===== src/rtl/sw_job_scheduler.sv =====
// sw_job_scheduler
// Shares one Smith-Waterman (`sw`) engine among NUM_REQ requesters.
// The block does the following:
//   - picks a requester round-robin;
//   - streams that requester's sequence pair into the engine as one
//     contiguous INPUT_LENGTH-symbol burst;
//   - waits for the engine's finish, or for TIMEOUT cycles;
//   - returns the score on a valid/ready result port;
//   - pulses a local engine reset before the next job, because the engine
//     latches in its END state.
//
// Ports:
//   clk, reset        rising-edge clock; asynchronous active-high reset
//   req               per-requester level request, held until granted
//   grant             one-hot, high through the whole LOAD of the job
//   rd_en             symbol strobe to the granted lane
//   s_bus, t_bus      packed lane symbols, lane i = bits [2i+1:2i]
//   eng_rst           reset to the engine (high in CLEAR)
//   eng_valid         engine valid strobe (registered)
//   eng_s, eng_t      engine data_s / data_t (registered)
//   eng_finish        engine finish
//   eng_max           engine score
//   res_valid         result available; res_ready accepts it
//   res_id            requester index of the result
//   res_max           score (0 on timeout)
//   res_timeout       job aborted by timeout
//   busy              high in every state except IDLE
module sw_job_scheduler #(
  parameter int NUM_REQ      = 4,
  parameter int INPUT_LENGTH = 256,
  parameter int TIMEOUT      = 1024,
  parameter int CLEAR_CYCLES = 2
) (
  input  logic                 clk,
  input  logic                 reset,
  input  logic [NUM_REQ-1:0]   req,
  output logic [NUM_REQ-1:0]   grant,
  output logic                 rd_en,
  input  logic [2*NUM_REQ-1:0] s_bus,
  input  logic [2*NUM_REQ-1:0] t_bus,
  output logic                 eng_rst,
  output logic                 eng_valid,
  output logic [1:0]           eng_s,
  output logic [1:0]           eng_t,
  input  logic                 eng_finish,
  input  logic [11:0]          eng_max,
  output logic                 res_valid,
  input  logic                 res_ready,
  output logic [1:0]           res_id,
  output logic [11:0]          res_max,
  output logic                 res_timeout,
  output logic                 busy
);

  localparam int SYM_W = $clog2(INPUT_LENGTH + 1);
  localparam int TO_W  = $clog2(TIMEOUT + 1);
  localparam int CLR_W = $clog2(CLEAR_CYCLES + 1);

  typedef enum logic [2:0] {
    CLEAR,
    IDLE,
    LOAD,
    WAIT,
    REPORT
  } state_t;

  state_t           state;
  state_t           next_state;
  logic [SYM_W-1:0] sym_cnt;
  logic [TO_W-1:0]  to_cnt;
  logic [CLR_W-1:0] clr_cnt;
  logic [1:0]       ptr;
  logic [1:0]       cur_id;
  logic [1:0]       win_id;
  logic [1:0]       idx;
  logic             win_found;
  logic [1:0]       load_id;
  logic             sym_last;
  logic             to_last;
  logic             clr_last;

  assign sym_last = (sym_cnt == SYM_W'(INPUT_LENGTH - 1));
  assign to_last  = (to_cnt == TO_W'(TIMEOUT - 1));
  assign clr_last = (clr_cnt == CLR_W'(CLEAR_CYCLES - 1));

  // Round-robin search: walk downward from ptr+NUM_REQ-1 to ptr so that the
  // last hit, which is the one kept, is the requester closest to ptr.
  always_comb begin
    win_found = 1'b0;
    win_id    = '0;
    idx       = '0;
    for (int k = NUM_REQ - 1; k >= 0; k--) begin
      idx = ptr + 2'(k);
      if (req[idx]) begin
        win_found = 1'b1;
        win_id    = idx;
      end
    end
  end

  // Next-state logic. The lane that will own LOAD is the fresh winner when
  // leaving IDLE, otherwise the latched cur_id.
  always_comb begin
    next_state = state;
    load_id    = cur_id;
    case (state)
      CLEAR:  if (clr_last) next_state = IDLE;
      IDLE: begin
        load_id = win_id;
        if (win_found) next_state = LOAD;
      end
      LOAD:   if (sym_last) next_state = WAIT;
      WAIT:   if (eng_finish || to_last) next_state = REPORT;
      REPORT: if (res_valid && res_ready) next_state = CLEAR;
      default: next_state = CLEAR;
    endcase
  end

  always_ff @(posedge clk or posedge reset) begin
    if (reset) state <= CLEAR;
    else       state <= next_state;
  end

  // Counters, arbitration pointer and all registered outputs. Control outputs
  // are decoded from next_state so that they line up with the state they
  // describe while still coming straight from flops.
  always_ff @(posedge clk or posedge reset) begin
    if (reset) begin
      sym_cnt     <= '0;
      to_cnt      <= '0;
      clr_cnt     <= '0;
      ptr         <= '0;
      cur_id      <= '0;
      grant       <= '0;
      rd_en       <= 1'b0;
      eng_rst     <= 1'b1;
      busy        <= 1'b1;
      eng_valid   <= 1'b0;
      eng_s       <= '0;
      eng_t       <= '0;
      res_valid   <= 1'b0;
      res_id      <= '0;
      res_max     <= '0;
      res_timeout <= 1'b0;
    end else begin
      sym_cnt <= (state == LOAD && next_state == LOAD) ? sym_cnt + SYM_W'(1) : '0;
      to_cnt  <= (state == WAIT && next_state == WAIT) ? to_cnt + TO_W'(1) : '0;
      clr_cnt <= (state == CLEAR && next_state == CLEAR) ? clr_cnt + CLR_W'(1) : '0;

      if (state == IDLE && win_found) begin
        cur_id <= win_id;
        ptr    <= win_id + 2'd1;
      end

      grant   <= (next_state == LOAD) ? (NUM_REQ'(1) << load_id) : '0;
      rd_en   <= (next_state == LOAD);
      eng_rst <= (next_state == CLEAR);
      busy    <= (next_state != IDLE);

      // The engine sees the symbol one cycle after rd_en; eng_valid drops
      // exactly one cycle after the last LOAD cycle, marking end-of-input.
      eng_valid <= (state == LOAD);
      eng_s     <= (state == LOAD) ? s_bus[{cur_id, 1'b0} +: 2] : 2'b00;
      eng_t     <= (state == LOAD) ? t_bus[{cur_id, 1'b0} +: 2] : 2'b00;

      // Finish takes priority over a simultaneous timeout.
      if (state == WAIT && next_state == REPORT) begin
        res_valid   <= 1'b1;
        res_id      <= cur_id;
        res_max     <= eng_finish ? eng_max : 12'd0;
        res_timeout <= ~eng_finish;
      end else if (state == REPORT && next_state == CLEAR) begin
        res_valid   <= 1'b0;
        res_id      <= '0;
        res_max     <= '0;
        res_timeout <= 1'b0;
      end
    end
  end

endmodule


===== config.mk =====
export PLATFORM = sky130hd
export DESIGN_NAME = sw_job_scheduler
export DESIGN_NICKNAME = d
export VERILOG_FILES = /design/src/rtl/sw_job_scheduler.sv
export SDC_FILE = /design/constraint.sdc
export NUM_CORES = 1
export LEC_CHECK = 0
export BUFFER_PORTS_ARGS = -buffer_cell sky130_fd_sc_hd__buf_2
export CAP_MARGIN = 20
export CORE_AREA = 5 5 113 115
export CTS_CLUSTER_SIZE = 40
export DETAILED_ROUTE_END_ITERATION = 10
export DIE_AREA = 0 0 118 120
export MAX_ROUTING_LAYER = met4
export SLEW_MARGIN = 20
export SYNTH_ARGS = -nofsm -noshare
export SYNTH_HDL_FRONTEND = slang
export SYNTH_SLANG_ARGS = --single-unit

===== constraint.sdc =====
create_clock -name clk -period 1.93 [get_ports clk]
set_input_delay 0.2895 -clock clk [delete_from_list [all_inputs] [get_ports clk]]
set_output_delay 0.2895 -clock clk [all_outputs]
set_load 0.005 [all_outputs]

# [Yosys cells after proc, flatten, opt, wreduce, memory -nomap -nowiden]
# Cells that the tools add are included.
[classes] n_addsub=7 magnitude_cmp=4 n_eq_ne=11 n_shift=3 n_mux=37 n_bitwise=1 reduce_logical=11
[op_table] operator="12-bit 2-to-1 mux" n=3
[op_table] operator="2-bit 2-to-1 mux" n=10
[op_table] operator="8-bit by 4-bit variable part select with 2-bit output" n=2
[op_table] operator="3-bit 2-to-1 mux" n=5
[op_table] operator="3-bit case mux with 5 select lines" n=1
[op_table] operator="3-bit by 2-bit equality test with 1-bit output (second input constant)" n=4
[op_table] operator="2-bit by 3-bit less-than comparator with 1-bit output (second input constant)" n=4
[op_table] operator="11-bit by 1-bit adder with 11-bit output (second input constant)" n=1
[op_table] operator="11-bit by 10-bit equality test with 1-bit output (second input constant)" n=1
[op_table] operator="1-bit 2-to-1 mux" n=11
[op_table] operator="11-bit 2-to-1 mux" n=1
[op_table] operator="9-bit by 1-bit adder with 9-bit output (second input constant)" n=1
[op_table] operator="9-bit by 8-bit equality test with 1-bit output (second input constant)" n=1
[op_table] operator="9-bit 2-to-1 mux" n=1
[op_table] operator="1-bit binary-select mux with 2-bit select" n=4
[op_table] operator="1-bit logical AND" n=7
[op_table] operator="2-bit by 1-bit adder with 2-bit output (second input constant)" n=3
[op_table] operator="3-bit equality test (second input constant)" n=2
[op_table] operator="3-bit zero test" n=2
[op_table] operator="2-bit adder (second input constant)" n=2
[op_table] operator="4-bit 2-to-1 mux" n=1
[op_table] operator="1-bit by 2-bit << shifter with 4-bit output (first input constant)" n=1
[op_table] operator="3-bit by 1-bit equality test with 1-bit output (second input constant)" n=1
[op_table] operator="3-bit by 1-bit inequality test with 1-bit output (second input constant)" n=1
[op_table] operator="4 further kinds" n=4
[word_totals] ff_bits=57 in_bits=36 out_inout_bits=28 word_cells=91

# [Depth between registers and ports, before layout]
# Gate-level depths: netlist of run 1.
[depth] depth_word=13 depth_mapped=10 mapped_depth_nobuf=10

# [Worst setup path before layout of run 1]
# No wires, ideal clock.
[synth_path] path_kind="register -> register" from="reg sym_cnt[0]" to="reg eng_rst" setup_time_ns=0.105 t_arrival_ns=1.808 required_time_ns=1.825 setup_slack_ns=0.017 stages_incl_launch_ff=11 n_path_buf=0 period_less_slack_ns=1.913 path_cell_list="dfrtp_1 > ha_1 > nand3_1 > nor2_1 > and3_1 > ha_1 > mux2i_1 > nor2_1 > a21oi_1 > nor2_1 > a2111oi_2"
[synth_via] elab_chain_cells=4
[synth_rtl] element="start, declared" line_no="69" text="logic [SYM_W-1:0] sym_cnt;"
[synth_rtl] element="start signal, assigned" line_no="146" text="sym_cnt <= (state == LOAD && next_state == LOAD) ? sym_cnt + SYM_W'(1) : '0;"
[synth_rtl] element="9-bit by 8-bit equality test with 1-bit output" line_no="82" text="assign sym_last = (sym_cnt == SYM_W'(INPUT_LENGTH - 1));"
[synth_rtl] element="3-bit 2-to-1 mux" line_no="112" text="LOAD: if (sym_last) next_state = WAIT;"
[synth_rtl] element="3-bit case mux with 5 select lines" line_no="106" text="case (state)"
[synth_rtl] element="3-bit zero test" line_no="157" text="eng_rst <= (next_state == CLEAR);"
[synth_rtl] element="end signal, assigned" line_no="157"
[synth_rtl] element="end, declared" line_no="41" text="output logic eng_rst,"
# Every way passes these cells.
# A chain may end at the register's enable or synchronous reset.

# [Worst setup path in the final report of run 1]
[layout_path] from="reg sym_cnt[1]" to="reg eng_rst"
# The elaborated chain is that of the path after synthesis.

==> run summary, run 1 <==
Cell internal power was estimated by the tool at 2.482 mW. For this run, design rule violations remaining after detail routing come to 0. The worst setup slack before clock tree synthesis is -0.04901 ns. The share of power burned in registers is 0.391.

The power per unit of standard cell area is 874.0 nW/um2. The cell with the biggest individual delay on the critical path is sky130_fd_sc_hd__dfrtp_1. The worst path buffer plus inverter count came out at 0. The critical path goes through ha_2 > nand3_2 > nor2_2 > and3_1 > ha_2 > mux2i_1 > nor2_1 > a21oi_2 > nor2_1 > a2111oi_2.

The count of antenna diodes in the layout is 0. The required time at the worst-slack endpoint came out at 2.15 ns. The library cell with the largest summed area after synthesis is sky130_fd_sc_hd__dfrtp_1. The post-layout utilization of the core is 0.3002. The worst max-slew margin expressed relative to the limit came out at 0.6117.

The peak per-stage delay on the critical path is 0.39 ns. The number of H-tree levels came out at 3. Setup violations remaining at the end of the flow were counted as 0.

The number of antenna violations at the first check in global routing came out at 0. Of the total power, the share spent switching nets is 0.1921. The beginning of the worst register-to-register path is sym_cnt[1]. In this run the power spent charging and discharging nets is 0.5904 mW. In the layout the commonest cells are sky130_fd_sc_hd__buf_2, sky130_fd_sc_hd__dfrtp_1, sky130_fd_sc_hd__nor2_1.

Tracing the worst setup path back leads to its startpoint at sym_cnt[1]. The total vias in the final route is 1,945. Routability-driven placement finished with a final weighted congestion of 0.8112.

The combinational cell fraction of total power came out at 0.032. The number of nets in the finished design is 351. TritonCTS built the clock tree. The transition at the pin with the smallest max-transition slack came out at 0.5771 ns. The final design area excluding fillers is 3516 um2. The initial core utilization is 0.2214. The global-route wire length before repair is 10,010 um. The number of distinct library cell variants in the gate-level netlist after synthesis came out at 44.

The total global-route track usage came out at 0.09183. The total number of clock tree sinks is 57. The number of pins with negative max-slew slack in the final report is 0. Grouping stages by cell kind, the critical path spends the most delay in simple AND/OR/NAND/NOR gates. The max capacitance violation total came out at 0. The analysis attributes to cell leakage a power of 1.686 nW. After detailed routing, the total wire length is 6011 um.

During synthesis, Yosys emitted a total of 0 warnings. The data arrival time of the worst path is 2.05 ns. The worst-case clock skew came out at 0.004436 ns. The launching element type of the critical path is a flip-flop.

The total nets after synthesis is 275. The count of nets left with antenna violations after detail routing is 0. The post-layout minimum cycle time came out at 1.831 ns. The share of flip-flops with an asynchronous set or reset is 1.000. The number of enable flip-flop cells after synthesis came out at 0. Setup repair after global routing could not meet its margin everywhere. The synthesized area is 2592 um2. The share of final-layout standard cells stronger than drive strength 1 is 0.3671.

Counting flops and latches in the post-synthesis netlist gives 57. The number of rows created at floorplan is 40. The estimated wirelength of the detail-placed design came out at 4417 um. At the later pin of the worst-skew pair, clock insertion delay measures 0.32 ns. Of the available clock period, the critical path in the final layout requires 0.9485. The placed instances occupy a cell area of 3126 um2.

The CTS clock-pin slew for the worst setup and hold paths is 0.05 ns. The worst setup path is captured at a flip-flop. The most common cell after layout, fill and taps aside is sky130_fd_sc_hd__buf_2.

The area of the die came out at 14,160 um2. By area the synthesized netlist is led by sky130_fd_sc_hd__dfrtp_1, sky130_fd_sc_hd__nor2_1, sky130_fd_sc_hd__mux4_2, sky130_fd_sc_hd__a22o_1, sky130_fd_sc_hd__nand2_1. The share of the Yosys chip area taken by registers is 0.5512. Clock tree synthesis inserted a total of 9 buffers. Using the TritonRoute via totals, the vias-per-cell ratio works out to 4.201. The portion of synthesized cell area occupied by the leading cell type came out at 0.5309. The clock power share came out at 0.577. After the first detailed-routing iteration, the DRC count stood at 52.

The critical path start-end classification is reg -> reg. The placeable core region came out at 11,710 um2. The maximum net fanout on the critical path came out at 3.

The final worst-path setup slack came out at 0.09936 ns. The horizontal die dimension came out at 118 um. The upper clock frequency limit came out at 546.3 MHz. Compared with the post-synthesis result, the final layout area differs by 35.62%. The startpoint identified for the worst hold timing path is eng_max[5]. In this run the count of I/O pins placed on the die edge is 64. The cell count after placement is 445. The buffer type at the clock tree root is sky130_fd_sc_hd__clkbuf_16. Port buffering added 63 buffers. In the synthesized netlist, the number of instances is 235.

The final non-filler cell total is 463. The number of hold-slack violations in the final timing report was 0. The pin count of the biggest net entering global routing came out at 39. The maximum ir drop on the vdd rail is 414.7 uV. The total negative slack for setup checks came out at 0 ns.

No sink is reached through more buffers than the 2 on the longest clock path. The overall power came out at 3.073 mW. After global routing the overflow that remains totals 0. The run finished with clean final reports. The mean cell area of the mapped netlist came out at 11.03 um2. The tightest hold path in the finished design has a slack of 0.1927 ns.

The die height came out at 120 um. The length of the first detailed-routing pass in iterations is 4. The path category of the worst min-delay check is in -> reg. The via count of the first global-routing pass was 2,075. Among all flip-flop cells after synthesis, the most frequent one is sky130_fd_sc_hd__dfrtp_1.

After detailed routing, the average wire length per cell comes to 12.98 um.
## worst register-to-register path, cell delays in order (launching register included)
cell and delay (ns):
sky130_fd_sc_hd__dfrtp_1 0.39, sky130_fd_sc_hd__ha_2 0.20, sky130_fd_sc_hd__nand3_2 0.09, sky130_fd_sc_hd__nor2_2 0.04
sky130_fd_sc_hd__and3_1 0.16, sky130_fd_sc_hd__ha_2 0.19, sky130_fd_sc_hd__mux2i_1 0.12, sky130_fd_sc_hd__nor2_1 0.07
sky130_fd_sc_hd__a21oi_2 0.12, sky130_fd_sc_hd__nor2_1 0.06, sky130_fd_sc_hd__a2111oi_2 0.28
## power by group through the flow
stage / combinational [mW] / sequential (mW) / clock [mW]
after global placement: 0.0964 / 1.22 / 0
after detailed placement: 0.100 / 1.22 / 0
after floorplan: 0.0391 / 1.22 / 0
after global routing: 0.114 / 1.20 / 1.90
final: 0.0975 / 1.20 / 1.77
after CTS: 0.102 / 1.20 / 1.83
## kinds of logic after synthesis
kind of cell,synth area share
AND/OR/NAND/NOR,0.1868
flip-flops,0.5512
AO/OA/AOI/OAI,0.1110
buffers and inverters,0.03089
XOR/XNOR,0.05068
multiplexers,0.05020
adder cells (fa/ha/maj),0.01931
## state kept, by name, indices dropped and copies added (netlist names), 2 cells and up
name     cells
cur_id       2
eng_t        2
to_cnt      11
grant        4
ptr          2
state        3
sym_cnt      9
res_id       2
eng_s        2
clr_cnt      2
res_max     12
## worst paths after layout
kind	cells past startpoint	slack (ns)	end
worst max-delay path	10	0.1	eng_rst
worst min register to register	1	0.43	clr_cnt[0]
worst min-delay path	2	0.19	res_max[5]
min in group asynchronous	3	0.52	res_timeout
worst max register to register	10	0.1	eng_rst
max in group asynchronous	4	0.79	busy
## layout make-up
class / count / area, um2
fillers: 1224 / 8195
flip-flops and latches: 57 / 1429
multi-input cells: 161 / 1116
repair buffers: 75 / 420.4
clock buffers: 12 / 266.5
well taps: 147 / 183.9
clock inverters: 4 / 73.82
inverters: 7 / 26.28
## what timing repair did
| item | 4_1_cts | 5_1_grt |
|---|---|---|
| setup endpoints to repair | 5 | 12 |
| hold endpoints to repair | 19 | 0 |
| hold buffers | 1 | 0 |
| setup buffers | 0 | 1 |
| resized for setup | 1 | 7 |
| pin swaps | 1 | 8 |
## per-layer routing
metal | vias to the layer above | GRT usage | wire [um]
li1 | 967 | - | -
met1 | 937 | 0.1047 | 2705
met2 | 35 | 0.1482 | 2986
met3 | 6 | 0.03959 | 258
met4 | 0 | 0.02581 | 61
met5 | - | - | 0
## cell usage after synthesis, drive strengths merged, types with 2 or more instances
| cell | number |
|---|---|
| inv | 7 |
| nand4 | 2 |
| a31oi | 2 |
| buf | 6 |
| nor4 | 2 |
| a22o | 12 |
| nor2b | 4 |
| dfrtp | 55 |
| nand3 | 9 |
| nand3b | 2 |
| nor2 | 33 |
| nand2 | 22 |
| ha | 4 |
| nand2b | 2 |
| clkbuf | 4 |
| o21ai | 9 |
| a21boi | 2 |
| and3 | 9 |
| mux4 | 4 |
| xnor2 | 7 |
| a21oi | 6 |
| dfstp | 2 |
| xor2 | 8 |
| or2 | 2 |
| a21o | 3 |
| mux2i | 4 |
| nor3b | 2 |
| or3 | 2 |
| o21a | 2 |
Power figures use the tool's default switching activity.
==> inputs of run 2 (changes only) <==
==> constraint.sdc (replaced) <==
create_clock -name clk -period 2.35 [get_ports clk]
set_input_delay 0.3525 -clock clk [delete_from_list [all_inputs] [get_ports clk]]
set_output_delay 0.3525 -clock clk [all_outputs]
set_load 0.1 [all_outputs]
==> run 2 against run 1 <==
Net effect: largest power group unchanged; largest cell class unchanged; critical endpoint is now grant[0]; die area unchanged; sequential share of layout area increased by 2.0 points; non-clock buffer count shrank 10; critical path depth is 1 lower; core utilization decreased by 1.4 points; register-to-register slack improved by 0.18 ns.
==> run summary, run 2 (synthesis gave the netlist of run 1 again) <==
The run finished with clean final reports. The number of rows created at floorplan is 40 (unchanged). The total number of clock tree sinks came out at 57 (unchanged). The number of filler instances in the final layout is 1,274 (+4.1%). The data arrival time of the worst path came to 2.32 ns (+0.27 ns). The area taken by multi-input logic gates was 1084 um2 (-2.9%). The max capacitance violation total is 0 (unchanged). The post-layout utilization of the core was 0.2863 (-0.01389).

The placer's final routability congestion estimate is 0.7819 (-3.6%). The worst max-slew margin expressed relative to the limit is 0.5426 (-0.06911). The tightest min-delay check is of the in -> async type. The number of design rule violations left after detail routing came out at 0 (unchanged).

TritonCTS built the clock tree. The number of pins with negative max-slew slack in the final report is 0 (unchanged). The count of pins on the block boundary came to 64 (unchanged).

The CTS clock-pin slew for the worst setup and hold paths is 0.05 ns (about the same). The per-cell routed wire length came out at 13.06 um (+0.56%). The transition at the pin with the smallest max-transition slack is 0.6851 ns (+0.1080 ns).

The critical path start-end classification is reg -> reg. The largest registers in the layout are res_max x12, to_cnt x11, sym_cnt x9. The routed wire length is 5914 um (-1.6%). The via count of the first global-routing pass came out at 1,980 (-4.6%). The total global-route track usage came out at 0.09005 (-0.001781). The worst setup path is captured at a flip-flop. The final design area excluding fillers came out at 3353 um2 (-4.6%). The length of the first detailed-routing pass in iterations is 4 (unchanged).

The count of instances resized after the clock tree is built is 0 (-1). STA classifies the critical path startpoint as a flip-flop. The area added between synthesis and finish came out at 29.34%. The area of the die came out at 14,160 um2 (unchanged). The post-CTS setup-driven buffer insertion count came out at 0 (unchanged).

Setup repair after global routing left no endpoint under its margin. The die height came out at 120 um (unchanged). The power per unit of standard cell area is 712.6 nW/um2 (-18%).

The cell with the biggest individual delay on the critical path is sky130_fd_sc_hd__dfrtp_1. The via density per instance came out at 4.289 (+2.1%). The most common cell after layout, fill and taps aside is sky130_fd_sc_hd__buf_2. The maximum ir drop on the vdd rail was 328.1 uV (-21%).

The initial core utilization came out at 0.2214 (unchanged). The buffer depth of the longest clock path came to 2 (unchanged). The upper clock frequency limit is 482.1 MHz (-12%). The total CTS buffers is 9 (unchanged).

The later-pin clock latency in the skew report is 0.32 ns (about the same). Walking the worst path, the cells encountered are ha_1 > nand3_1 > nor2_1 > and3_1 > ha_1 > or2_2 > a21oi_1 > nand3_1 > nor2_1. The total negative slack for setup checks came out at 0 ns (unchanged). The peak per-stage delay on the critical path is 0.40 ns (about the same).

The number of flip-flops in the largest register is 12 (unchanged). The total vias in the final route is 1,943 (-0.10%). The global-route wire length before repair is 9894 um (-1.2%). The number of hold-slack violations in the final timing report came out at 0 (unchanged). The overall power is 2.390 mW (-22%). The quantity of I/O buffers inserted on ports came to 63 (unchanged).

The worst hold-check slack came out at 0.1375 ns (-0.05523 ns). The final global-route overflow total is 0 (unchanged). The maximum net fanout on the critical path is 4 (+1). The placeable core region is 11,710 um2 (unchanged).

The sequential standard cell area came out at 1429 um2 (unchanged). The number of DRC markers in iteration 0 came out at 90 (+73%). The share of final-layout standard cells stronger than drive strength 1 came to 0.3203 (-0.04683). The number of H-tree levels is 3 (unchanged). The count of nets left with antenna violations after detail routing is 0 (unchanged). The horizontal die dimension is 118 um (unchanged). The count of antenna diodes in the layout is 0 (unchanged).

The pin count of the biggest net entering global routing is 34 (-13%). The required time at the worst-slack endpoint is 2.60 ns (+0.45 ns). The post-layout minimum cycle time is 2.074 ns (+0.2434 ns). The worst-case clock skew was 0.006967 ns (+0.002531 ns). The leakage power total is 1.609 nW (-4.6%). CTS placed an instance of sky130_fd_sc_hd__clkbuf_16 at the clock tree root. The estimated wirelength of the detail-placed design is 4401 um (-0.36%). The number of nets in the finished design is 341 (-2.8%).

The part of the cycle the worst path needs was 0.8826 (-0.06594). The number of antenna violations at the first check in global routing is 0 (unchanged). The total placed instance area is 3053 um2 (-2.3%). The hold buffer count at cts is 0 (-1). The final setup violation count came to 0 (unchanged).

The library cells used most frequently in the layout, excluding fill and tap cells, are sky130_fd_sc_hd__buf_2, sky130_fd_sc_hd__dfrtp_1, sky130_fd_sc_hd__nor2_1. The largest register by flop count is res_max.
-- run 2: cell count changes in the layout (fill, tap and decap cells not counted), sizes merged --
cell         change
bufinv           -1
clkbuf           +1
dlygate4sd3      -1
buf              -9
-- run 2: power breakdown --
group	switching, mW	leakage (nW)	total, mW	internal [mW]
Combinational	0.0670	0.720	0.104	0.0366
Sequential	0.000914	0.740	0.988	0.987
Clock	0.425	0.150	1.30	0.874
-- run 2: metrics by stage --
step                setup WS (ns)  instances
floorplan                  0.4368        235
global placement           0.3360        437
detailed placement         0.2663        437
CTS                        0.2514        453
global route              0.05503        453
finish                     0.2759        453
-- run 2: worst max-delay path, delay by kind of cell (launching register included) --
| kind | cells | cell delay (ns) |
|---|---|---|
| flops | 1 | 0.40 |
| fa+ha+maj | 2 | 0.42 |
| simple gates | 6 | 0.92 |
| compound gates | 1 | 0.25 |
-- run 2: per-layer routing --
layer	GRT usage	up-vias	share of wire
li1	-	947	-
met3	0.03252	8	0.045
met4	0.03513	0	0.012
met2	0.1351	35	0.48
met1	0.1110	953	0.46
met5	-	-	0
-- run 2: final timing paths --
check | slack, ns | startpoint | endpoint | cells after the start
worst max-delay path | 0.28 | sym_cnt[0] | grant[0] | 9
worst min-delay path | 0.14 | reset | res_valid | 2
worst max register to register | 0.28 | sym_cnt[0] | grant[0] | 9
worst min register to register | 0.43 | clr_cnt[0] | clr_cnt[0] | 1
max in group asynchronous | 1.57 | reset | grant[1] | 3
min in group clk | 0.25 | eng_max[5] | res_max[5] | 2
-- run 2: cell type report --
cell class	count	share of cell area
clock buffers	13	0.07761
clock inverters	3	0.01194
inverters	7	0.007836
multi-input cells	161	0.3231
flip-flops and latches	57	0.4261
well taps	147	0.05485
repair buffers	65	0.09851
